==> src/rtl/seven_segment_capture.sv <==
// rtl/seven_segment_capture.sv - decodes the multiplexed active-low 7-seg bus back into per-digit BCD
// Optional: SEG_CAPTURE_CHANGE_ONLY_EN suppresses the update pulse when a commit does not change the digit.
module seven_segment_capture #(
    parameter int NUM_DIGITS    = 8,
    parameter int STABLE_CYCLES = 4
) (
    input  logic                    clock,
    input  logic                    reset_L,
    input  logic [6:0]              segment,
    input  logic [NUM_DIGITS-1:0]   digit_sel_L,
    output logic [4*NUM_DIGITS-1:0] bcd_out,
    output logic [NUM_DIGITS-1:0]   blank_out,
    output logic [NUM_DIGITS-1:0]   invalid_out,
    output logic                    update,
    output logic [3:0]              update_idx,
    output logic                    multi_sel_err
);

    localparam int SW = NUM_DIGITS + 7;
    localparam logic [7:0] LAST_COUNT = 8'(STABLE_CYCLES - 1);

    typedef enum logic [1:0] {
        ST_COUNT = 2'd0,
        ST_EVAL  = 2'd1,
        ST_HOLD  = 2'd2
    } state_t;

    logic [SW-1:0]         sync1;
    logic [SW-1:0]         sync2;
    logic [SW-1:0]         prev;
    logic                  same;
    logic [7:0]            count;
    logic [7:0]            count_next;
    state_t                state;
    state_t                state_next;

    logic [NUM_DIGITS-1:0] sel_low;
    logic [6:0]            seg_s;
    logic                  sel_multi;
    logic                  sel_one;
    logic [3:0]            sel_idx;
    logic [3:0]            dec_bcd;
    logic                  dec_blank;
    logic                  dec_invalid;
    logic                  stored_match;
    logic                  commit;
    logic                  pulse;
    logic                  multi_set;

    // Segment patterns are active-low: bit set means segment dark.
    function automatic logic [5:0] decode(input logic [6:0] s);
        logic [5:0] r;
        case (s)
            7'h40:   r = {4'd0, 2'b00};
            7'h79:   r = {4'd1, 2'b00};
            7'h24:   r = {4'd2, 2'b00};
            7'h30:   r = {4'd3, 2'b00};
            7'h19:   r = {4'd4, 2'b00};
            7'h12:   r = {4'd5, 2'b00};
            7'h02:   r = {4'd6, 2'b00};
            7'h78:   r = {4'd7, 2'b00};
            7'h00:   r = {4'd8, 2'b00};
            7'h18:   r = {4'd9, 2'b00};
            7'h7F:   r = {4'd0, 2'b10};
            default: r = {4'hF, 2'b01};
        endcase
        return r;
    endfunction

    always_ff @(posedge clock or negedge reset_L) begin
        if (!reset_L) begin
            sync1 <= '1;
            sync2 <= '1;
            prev  <= '1;
        end else begin
            sync1 <= {digit_sel_L, segment};
            sync2 <= sync1;
            prev  <= sync2;
        end
    end

    assign same = (sync2 == prev);

    always_comb begin
        count_next = 8'd0;
        if (same) begin
            count_next = (count == 8'hFF) ? count : count + 8'd1;
        end
    end

    always_ff @(posedge clock or negedge reset_L) begin
        if (!reset_L) begin
            count <= 8'd0;
            state <= ST_COUNT;
        end else begin
            count <= count_next;
            state <= state_next;
        end
    end

    // EVAL is entered on the edge where the count reaches its target so the write lands one edge later.
    always_comb begin
        state_next = state;
        if (!same) begin
            state_next = ST_COUNT;
        end else begin
            case (state)
                ST_COUNT: if (count_next >= LAST_COUNT) state_next = ST_EVAL;
                ST_EVAL:  state_next = ST_HOLD;
                ST_HOLD:  state_next = ST_HOLD;
                default:  state_next = ST_COUNT;
            endcase
        end
    end

    always_comb begin
        sel_low   = ~sync2[SW-1:7];
        seg_s     = sync2[6:0];
        sel_multi = |(sel_low & (sel_low - 1'b1));
        sel_one   = (sel_low != '0) && !sel_multi;
        sel_idx   = 4'd0;
        for (int i = 0; i < NUM_DIGITS; i++) begin
            if (sel_low[i]) sel_idx = 4'(i);
        end
        {dec_bcd, dec_blank, dec_invalid} = decode(seg_s);
        stored_match = 1'b0;
        for (int i = 0; i < NUM_DIGITS; i++) begin
            if (sel_low[i]) begin
                stored_match = (bcd_out[4*i +: 4] == dec_bcd) &&
                               (blank_out[i] == dec_blank) &&
                               (invalid_out[i] == dec_invalid);
            end
        end
        commit    = (state == ST_EVAL) && same && sel_one;
        multi_set = (state == ST_EVAL) && same && sel_multi;
`ifdef SEG_CAPTURE_CHANGE_ONLY_EN
        pulse     = commit && !stored_match;
`else
        pulse     = commit;
`endif
    end

    always_ff @(posedge clock or negedge reset_L) begin
        if (!reset_L) begin
            bcd_out       <= '0;
            blank_out     <= '1;
            invalid_out   <= '0;
            update        <= 1'b0;
            update_idx    <= 4'd0;
            multi_sel_err <= 1'b0;
        end else begin
            update <= pulse;
            if (pulse) update_idx <= sel_idx;
            if (multi_set) multi_sel_err <= 1'b1;
            for (int i = 0; i < NUM_DIGITS; i++) begin
                if (commit && sel_low[i]) begin
                    bcd_out[4*i +: 4] <= dec_bcd;
                    blank_out[i]      <= dec_blank;
                    invalid_out[i]    <= dec_invalid;
                end
            end
        end
    end

endmodule

==> config.mk <==
export PLATFORM = sky130hd
export DESIGN_NAME = seven_segment_capture
export DESIGN_NICKNAME = d
export VERILOG_FILES = /design/src/rtl/seven_segment_capture.sv
export SDC_FILE = /design/constraint.sdc
export NUM_CORES = 1
export LEC_CHECK = 0
export BUFFER_PORTS_ARGS = -buffer_cell sky130_fd_sc_hd__buf_2
export CAP_MARGIN = 25
export CELL_PAD_IN_SITES_DETAIL_PLACEMENT = 0
export CELL_PAD_IN_SITES_GLOBAL_PLACEMENT = 1
export CORE_MARGIN = 2
export CORE_UTILIZATION = 46
export CTS_CLUSTER_DIAMETER = 80
export CTS_CLUSTER_SIZE = 16
export DETAILED_ROUTE_END_ITERATION = 10
export PLACE_DENSITY = 0.79
export SLEW_MARGIN = 20
export SYNTH_ARGS = -nofsm -noshare
export SYNTH_HDL_FRONTEND = slang
export SYNTH_SLANG_ARGS = --single-unit
==> constraint.sdc <==
create_clock -name clock -period 5.35 [get_ports clock]
set_input_delay 0.535 -clock clock [delete_from_list [all_inputs] [get_ports clock]]
set_output_delay 0.535 -clock clock [all_outputs]
set_load 0.005 [all_outputs]
==> metrics.md, run 1 <==
| Metric | Value |
|---|---|
| RSZ-0062 raised after global routing | `false` |
| H-Tree Depth | `3` |
| Post-Syn Instances | `350` |
| Core area | `9820 sq um` |
| Clk slew on worst S/H paths | `0.11 ns` |
| ANT cells | `0` |
| Main flop type after synthesis | `dfrtp_1` |
| Critical path capture point type | `flip-flop` |
| Min Tclk post-route | `2.91 ns` |
| Power Density | `265 nW/um^2` |
| FP Rows | `36` |
| Drt total wl | `8470 microns` |
| Clock sink count | `between 100 and 150` |
| Clk_lat worst skew | `about 0.37 ns` |
| Setup Skew | `0.0126 ns` |
| CTS max path bufs | `2` |
| Top post-synthesis cells by area | `dfstp_2, dfrtp_1, mux2_2` |
| Int Pwr | `about 1.1 mW` |
| Post-DP Area | `about 5000 sq um` |
| Top-count cell post-synth | `dfrtp_1` |
| Initial antenna violation count | `0` |
| Full die area | `11,000 sq um` |
| Post-cts sizing count | `0` |
| Worst setup SP type | `flip-flop` |
| DP Wirelength | `6070 microns` |
| First-pass iteration count of the detailed router | `6` |
| CP Max Fanout | `8` |
| Number of global-route vias before repair | `around 2.7k` |
| Share of flip-flops with an asynchronous set or reset | `100%` |
| Synth top area share | `29.7%` |
| Status | `complete, no violations` |
| Gr ovfl total | `0` |
| Starting Density | `47.7%` |
| Placement Setup Slack | `2.09 ns` |
| Synthesized Nets | `370` |
| Sw Share | `around a quarter` |
| Fmax | `343 MHz` |
| Fraction of power consumed by sequential logic | `roughly three fifths` |
| CP Class | `reg2reg` |
| Layout cells sized above 1 | `46.9%` |
| Setup Fix Bufs, Post-CTS | `0` |
| Final WS setup | `between 2 and 2.5 ns` |
| Via/cell ratio | `5.08` |
| Clk pwr share | `between 30% and 40%` |
| Fin. Hold Viols | `0` |
| Gate power share | `4.2%` |
| Post-route cell area | `5320 sq um` |
| Port bufs | `69` |
| Gpl congestion | `0.787` |
| IO Count | `71` |
| Die Y-Extent | `105 microns` |
| Actual slew at the worst max-slew pin | `0.975 ns` |
| First-pass GRT wire length | `14,100 microns` |
| HP Class | `in2async` |
| Flops & latches, synth | `108` |
| Max-slew violations | `0` |
| Drt wl/cell | `15.3 microns` |
| Largest net degree at the start of global routing | `62` |
| Mean area per synthesized cell | `~13 sq um` |
| DIE WIDTH | `105 microns` |
| Commonest cells post-synth | `dfrtp_1, dfstp_2, mux2_2` |
| CTS tree | `built` |
| Post-synthesis cell area | `4680 sq um` |
| Most area-hungry cell type in the Yosys netlist | `dfstp_2` |
| Leak pwr | `2.50 nW` |
| CTS Buf Count | `9` |
| Post-synthesis cell type count | `59` |
| Psw | `0.336 mW` |
| Critical path required time | `5.60 ns` |
| CTS root buf | `clkbuf_8` |
| Setup TNS | `0 ns` |
| Area Overhead vs Synth | `13.7%` |
| DRC | `0` |
| Net count, final | `around 440` |
| Routed Antenna Nets | `0` |
| Sequential fraction of the synthesis area | `around 59%` |
| Max-cap violations | `0` |
| Endpoints failing setup | `0` |
| EDFF count, synth | `0` |
| Overall Global Routing Usage | `16.2%` |
| Critical Path AT | `3.16 ns` |
| Final period utilization | `between 50% and 60%` |
| Max-slew headroom | `34.5%` |
| Yosys warns | `0` |
| VDD IR max | `0.130 mV` |
| Initial DRC count | `176` |
| Via count | `2,811` |
| # hold bufs at CTS | `0` |
layout by cell type (no fill, tap or decap), types with 2 or more instances in the layout:
master / synthesis / layout
nor3_1: 5 / 5
o21a_1: 2 / 2
mux2_2: 34 / 34
a21oi_1: 6 / 6
dfrtp_1: 55 / 55
o21ai_0: 5 / 5
ha_1: 3 / 3
clkbuf_8: 0 / 11
a211oi_1: 4 / 4
nand3_1: 10 / 10
buf_4: 2 / 2
nor3b_1: 2 / 2
nor4_4: 7 / 7
nor2b_1: 2 / 2
xor2_1: 12 / 12
nand4_1: 4 / 4
and3b_1: 3 / 3
buf_2: 3 / 69
and4_1: 2 / 2
a211oi_2: 2 / 2
a211o_1: 2 / 2
nor3_4: 2 / 2
dfstp_2: 53 / 53
nor2_1: 12 / 12
xnor2_1: 7 / 7
inv_6: 0 / 2
nand4b_1: 3 / 3
or2_2: 3 / 3
a31oi_1: 3 / 3
nor4_1: 5 / 5
mux2i_1: 19 / 19
o22ai_1: 3 / 3
nand3b_1: 4 / 4
nand2_1: 11 / 11
inv_1: 24 / 24
worst paths after layout:
path,start,endpoint,slack [ns],depth (start not counted)
min in group clock,segment[2],sync1[2],0.26,1
worst max-delay path,sync2[12],bcd_out[31],2.44,6
worst min register to register,sync1[1],sync2[1],0.35,0
max in group asynchronous,reset_L,count[3],4.04,2
worst min-delay path,reset_L,bcd_out[25],0.16,1
worst max register to register,sync2[12],bcd_out[31],2.44,6
sequential cells by signal, summed over array words and instances, names as in the netlist:
register,cells
bcd_out,32
prev,15
sync1,15
sync2,15
blank_out,8
count,8
invalid_out,8
update_idx,3
state,2
multi_sel_err,1
update,1
power groups by stage:
stage	Clock [mW]	Sequential (mW)	Combinational, mW
floorplan	0	0.872	0.0385
global placement	0	0.881	0.0597
detailed placement	0	0.881	0.0605
CTS	0.504	0.867	0.0607
global route	0.539	0.870	0.0672
finish	0.485	0.867	0.0589
cell type report:
cell class / count / area, sq um
Fill cell: 872 / 4500
Sequential cell: 108 / 2770
Multi-Input combinational cell: 200 / 1720
Timing Repair Buffer: 72 / 372
Tap cell: 133 / 166
Clock buffer: 11 / 151
Inverter: 24 / 90.1
Clock inverter: 5 / 51.3
worst max-delay path: stages, from the launching register on:
cell and delay, ns:
dfstp_2 0.61, xor2_1 0.08, nor4_1 0.33, nand4_1 0.51
buf_6 0.34, nor4_4 0.51, mux2_2 0.40
routing by layer:
| layer | vias to the layer above | track usage, % | wire, microns |
|---|---|---|---|
| li1 | 1358 | - | - |
| met2 | 78 | 24.1 | 3830 |
| met5 | - | 0 | 0 |
| met4 | 0 | 5.43 | 108 |
| met3 | 11 | 3.18 | 353 |
| met1 | 1364 | 23.9 | 4180 |
cell families after synthesis:
family / synth area share [%]
compound gates: 5.96
xor+xnor: 3.55
fa+ha+maj: 0.802
buf+inv: 4.09
flops: 59.1
mux: 12.2
other cells: 0.0801
simple gates: 14.2
per-stage QoR:
step,power [mW],utilization (%),cells,hold WS [ns]
after floorplan,0.910,-,350,0.239
after global placement,0.941,52.0,535,0.346
after detailed placement,0.942,52.0,536,0.347
after CTS,1.43,54.1,552,0.166
after global routing,1.48,54.2,553,0.182
final,1.41,54.2,553,0.157
Note: power is estimated with default switching activity, not from simulation.
==> run 2: changes to the inputs <==
--- a/config.mk
+++ b/config.mk
@@ -10,11 +10,11 @@
 export CELL_PAD_IN_SITES_DETAIL_PLACEMENT = 0
 export CELL_PAD_IN_SITES_GLOBAL_PLACEMENT = 1
 export CORE_MARGIN = 2
-export CORE_UTILIZATION = 46
+export CORE_UTILIZATION = 42
 export CTS_CLUSTER_DIAMETER = 80
 export CTS_CLUSTER_SIZE = 16
 export DETAILED_ROUTE_END_ITERATION = 10
-export PLACE_DENSITY = 0.79
+export PLACE_DENSITY = 0.76
 export SLEW_MARGIN = 20
 export SYNTH_ARGS = -nofsm -noshare
 export SYNTH_HDL_FRONTEND = slang
==> constraint.sdc (replaced) <==
create_clock -name clock -period 2.4 [get_ports clock]
set_input_delay 0.24 -clock clock [delete_from_list [all_inputs] [get_ports clock]]
set_output_delay 0.24 -clock clock [all_outputs]
set_load 0.005 [all_outputs]
==> metrics.md, run 2 (synthesis gave the netlist of run 1 again) <==
| Metric | Value |
|---|---|
| Status | `complete, no violations` |
| Int Pwr | `about 2.4 mW` |
| Worst Min Path Start | `sync1[9]` |
| Area Overhead vs Synth | `23.6%` |
| Initial DRC count | `127` |
| Clk pwr share | `32.8%` |
| CTS Buf Count | `9` |
| Starting Density | `roughly 43%` |
| Clk_lat worst skew | `about 0.36 ns` |
| DRC | `0` |
| Sw Share | `24.0%` |
| CTS max path bufs | `2` |
| R2r startpoint | `sync2[1]` |
| Power Density | `546 nW/um^2` |
| VDD IR max | `0.355 mV` |
| Number of global-route vias before repair | `3,076` |
| Gpl congestion | `0.817` |
| Fin Hold WS | `0.353 ns` |
| Commonest non-fill, non-tap cells in the layout | `buf_2, dfrtp_1, dfstp_2` |
| Fin. Hold Viols | `0` |
| First-pass GRT wire length | `15,100 microns` |
| Final WS setup | `0.114 ns` |
| Slack of the worst reg-to-reg path | `0.11 ns` |
| Commonest non-fill, non-tap cell in the layout | `buf_2` |
| Endpoints failing setup | `0` |
| Setup Skew | `0.0102 ns` |
| Setup TNS | `0 ns` |
| Largest register FFs | `32` |
| Worst setup SP type | `flip-flop` |
| Hold path depth | `0` |
| DP Wirelength | `approximately 6700 microns` |
| ANT cells | `0` |
| CTS tree | `built` |
| Multi-input logic area | `1760 sq um` |
| Die Y-Extent | `110 microns` |
| Initial antenna violation count | `0` |
| Port bufs | `69` |
| Max-slew violations | `0` |
| CP Max Fanout | `11` |
| CP Class | `reg2reg` |
| Max-cap violations | `0` |
| H-Tree Depth | `3` |
| Placement Setup Slack | `0.0442 ns` |
| Final period utilization | `between 90% and 100%` |
| Clk slew on worst S/H paths | `0.10 ns` |
| Net count, final | `485` |
| Overall Global Routing Usage | `approximately 16%` |
| Drt total wl | `~9400 microns` |
| DIE WIDTH | `110 microns` |
| Critical Path AT | `2.53 ns` |
| Actual slew at the worst max-slew pin | `0.931 ns` |
| Critical path capture point type | `flip-flop` |
| Largest net degree at the start of global routing | `54` |
| Gate power share | `slightly above 6%` |
| CTS root buf | `clkbuf_8` |
| Routed Antenna Nets | `0` |
| Psw | `around 0.76 mW` |
| Core area | `between 10,000 and 15,000 sq um` |
| Clock sink count | `108` |
| Fraction of power consumed by sequential logic | `60.9%` |
| HP Class | `reg2reg` |
| Drt wl/cell | `15.4 microns` |
| Register Area | `2770 sq um` |
| Biggest register | `bcd_out` |
| Worst r2r path cells | `8` |
| First-pass iteration count of the detailed router | `4` |
| Min Tclk post-route | `2.29 ns` |
| Hold EP | `sync2[9]` |
| IO Count | `71` |
| Via/cell ratio | `roughly 5.1` |
| Full die area | `between 10,000 and 15,000 sq um` |
| Via count | `3,085` |
| Critical path required time | `2.65 ns` |
| Fmax | `around 440 MHz` |
| Layout cells sized above 1 | `between 40% and 50%` |
| Max-slew headroom | `37.4%` |
| FF-to-FF End | `invalid_out[6]` |
| FP Rows | `38` |
| Leak pwr | `2.75 nW` |
| Design Power | `3.16 mW` |
| Fillers | `roughly 950` |
| Gr ovfl total | `0` |
run 2: cell count changes in the layout (fill, tap and decap cells not counted), sizes merged:
| cell | change |
|---|---|
| dlygate4sd3 | +16 |
| buf | +34 |
| inv | -1 |
| clkinv | +1 |
run 2: area by class of cell:
type	instances	share of cell area [%]
Clock buffer	11	2.44
Clock inverter	5	0.756
Inverter	24	1.56
Multi-Input combinational cell	200	30.3
Sequential cell	108	47.8
Tap cell	140	3.03
Timing Repair Buffer	122	14.1
run 2: worst max-delay path, stage by stage (launching register included):
cell and delay (ns):
dfstp_2 0.58, buf_4 0.14, xor2_1 0.06, nor4_1 0.28
nand2_1 0.08, buf_4 0.22, nor4_4 0.28, buf_4 0.19
mux2_2 0.34
run 2: timing repair:
item / CTS / global route
hold buffers: 16 / 0
setup buffers: 0 / 6
endpoints found under the hold margin: 43 / 0
endpoints found under the setup margin: 0 / 37
gates resized for setup: 0 / 7
run 2: metrics by stage:
stage | utilization [%] | cell area, sq um | cells
6_report | 53.4 | 5790 | 610
3_3_place_gp | 49.4 | 5350 | 572
3_5_place_dp | 49.4 | 5350 | 572
4_1_cts | 52.5 | 5700 | 604
2_1_floorplan | - | 4680 | 350
5_1_grt | 53.4 | 5790 | 610
run 2: routing by layer:
| metal | vias to the layer above | share of wire (%) | global-route usage (%) |
|---|---|---|---|
| met5 | - | 0 | 0 |
| met4 | 0 | 1.3 | 5.70 |
| met3 | 10 | 4.4 | 3.20 |
| met2 | 88 | 48 | 26.9 |
| met1 | 1532 | 46 | 21.6 |
| li1 | 1455 | - | - |
run 2: how the worst max path moves through the flow:
stage	startpoint	endpoint	slack [ns]	cells past startpoint
after global routing	sync2[1]	bcd_out[8]	-0.008	8
after detailed placement	sync2[0]	bcd_out[8]	0.04	8
after CTS	sync2[0]	bcd_out[8]	0.02	8
after floorplan	sync2[6]	bcd_out[0]	0.02	7
final	sync2[1]	invalid_out[6]	0.11	8
after global placement	sync2[0]	bcd_out[11]	0.11	8
run 2: power by group through the flow:
stage	clock (mW)	sequential (mW)	combinational [mW]
finish	1.04	1.92	0.197
global route	1.17	1.93	0.218
CTS	1.09	1.93	0.184
detailed placement	0	1.96	0.164
global placement	0	1.96	0.162
floorplan	0	1.94	0.0859
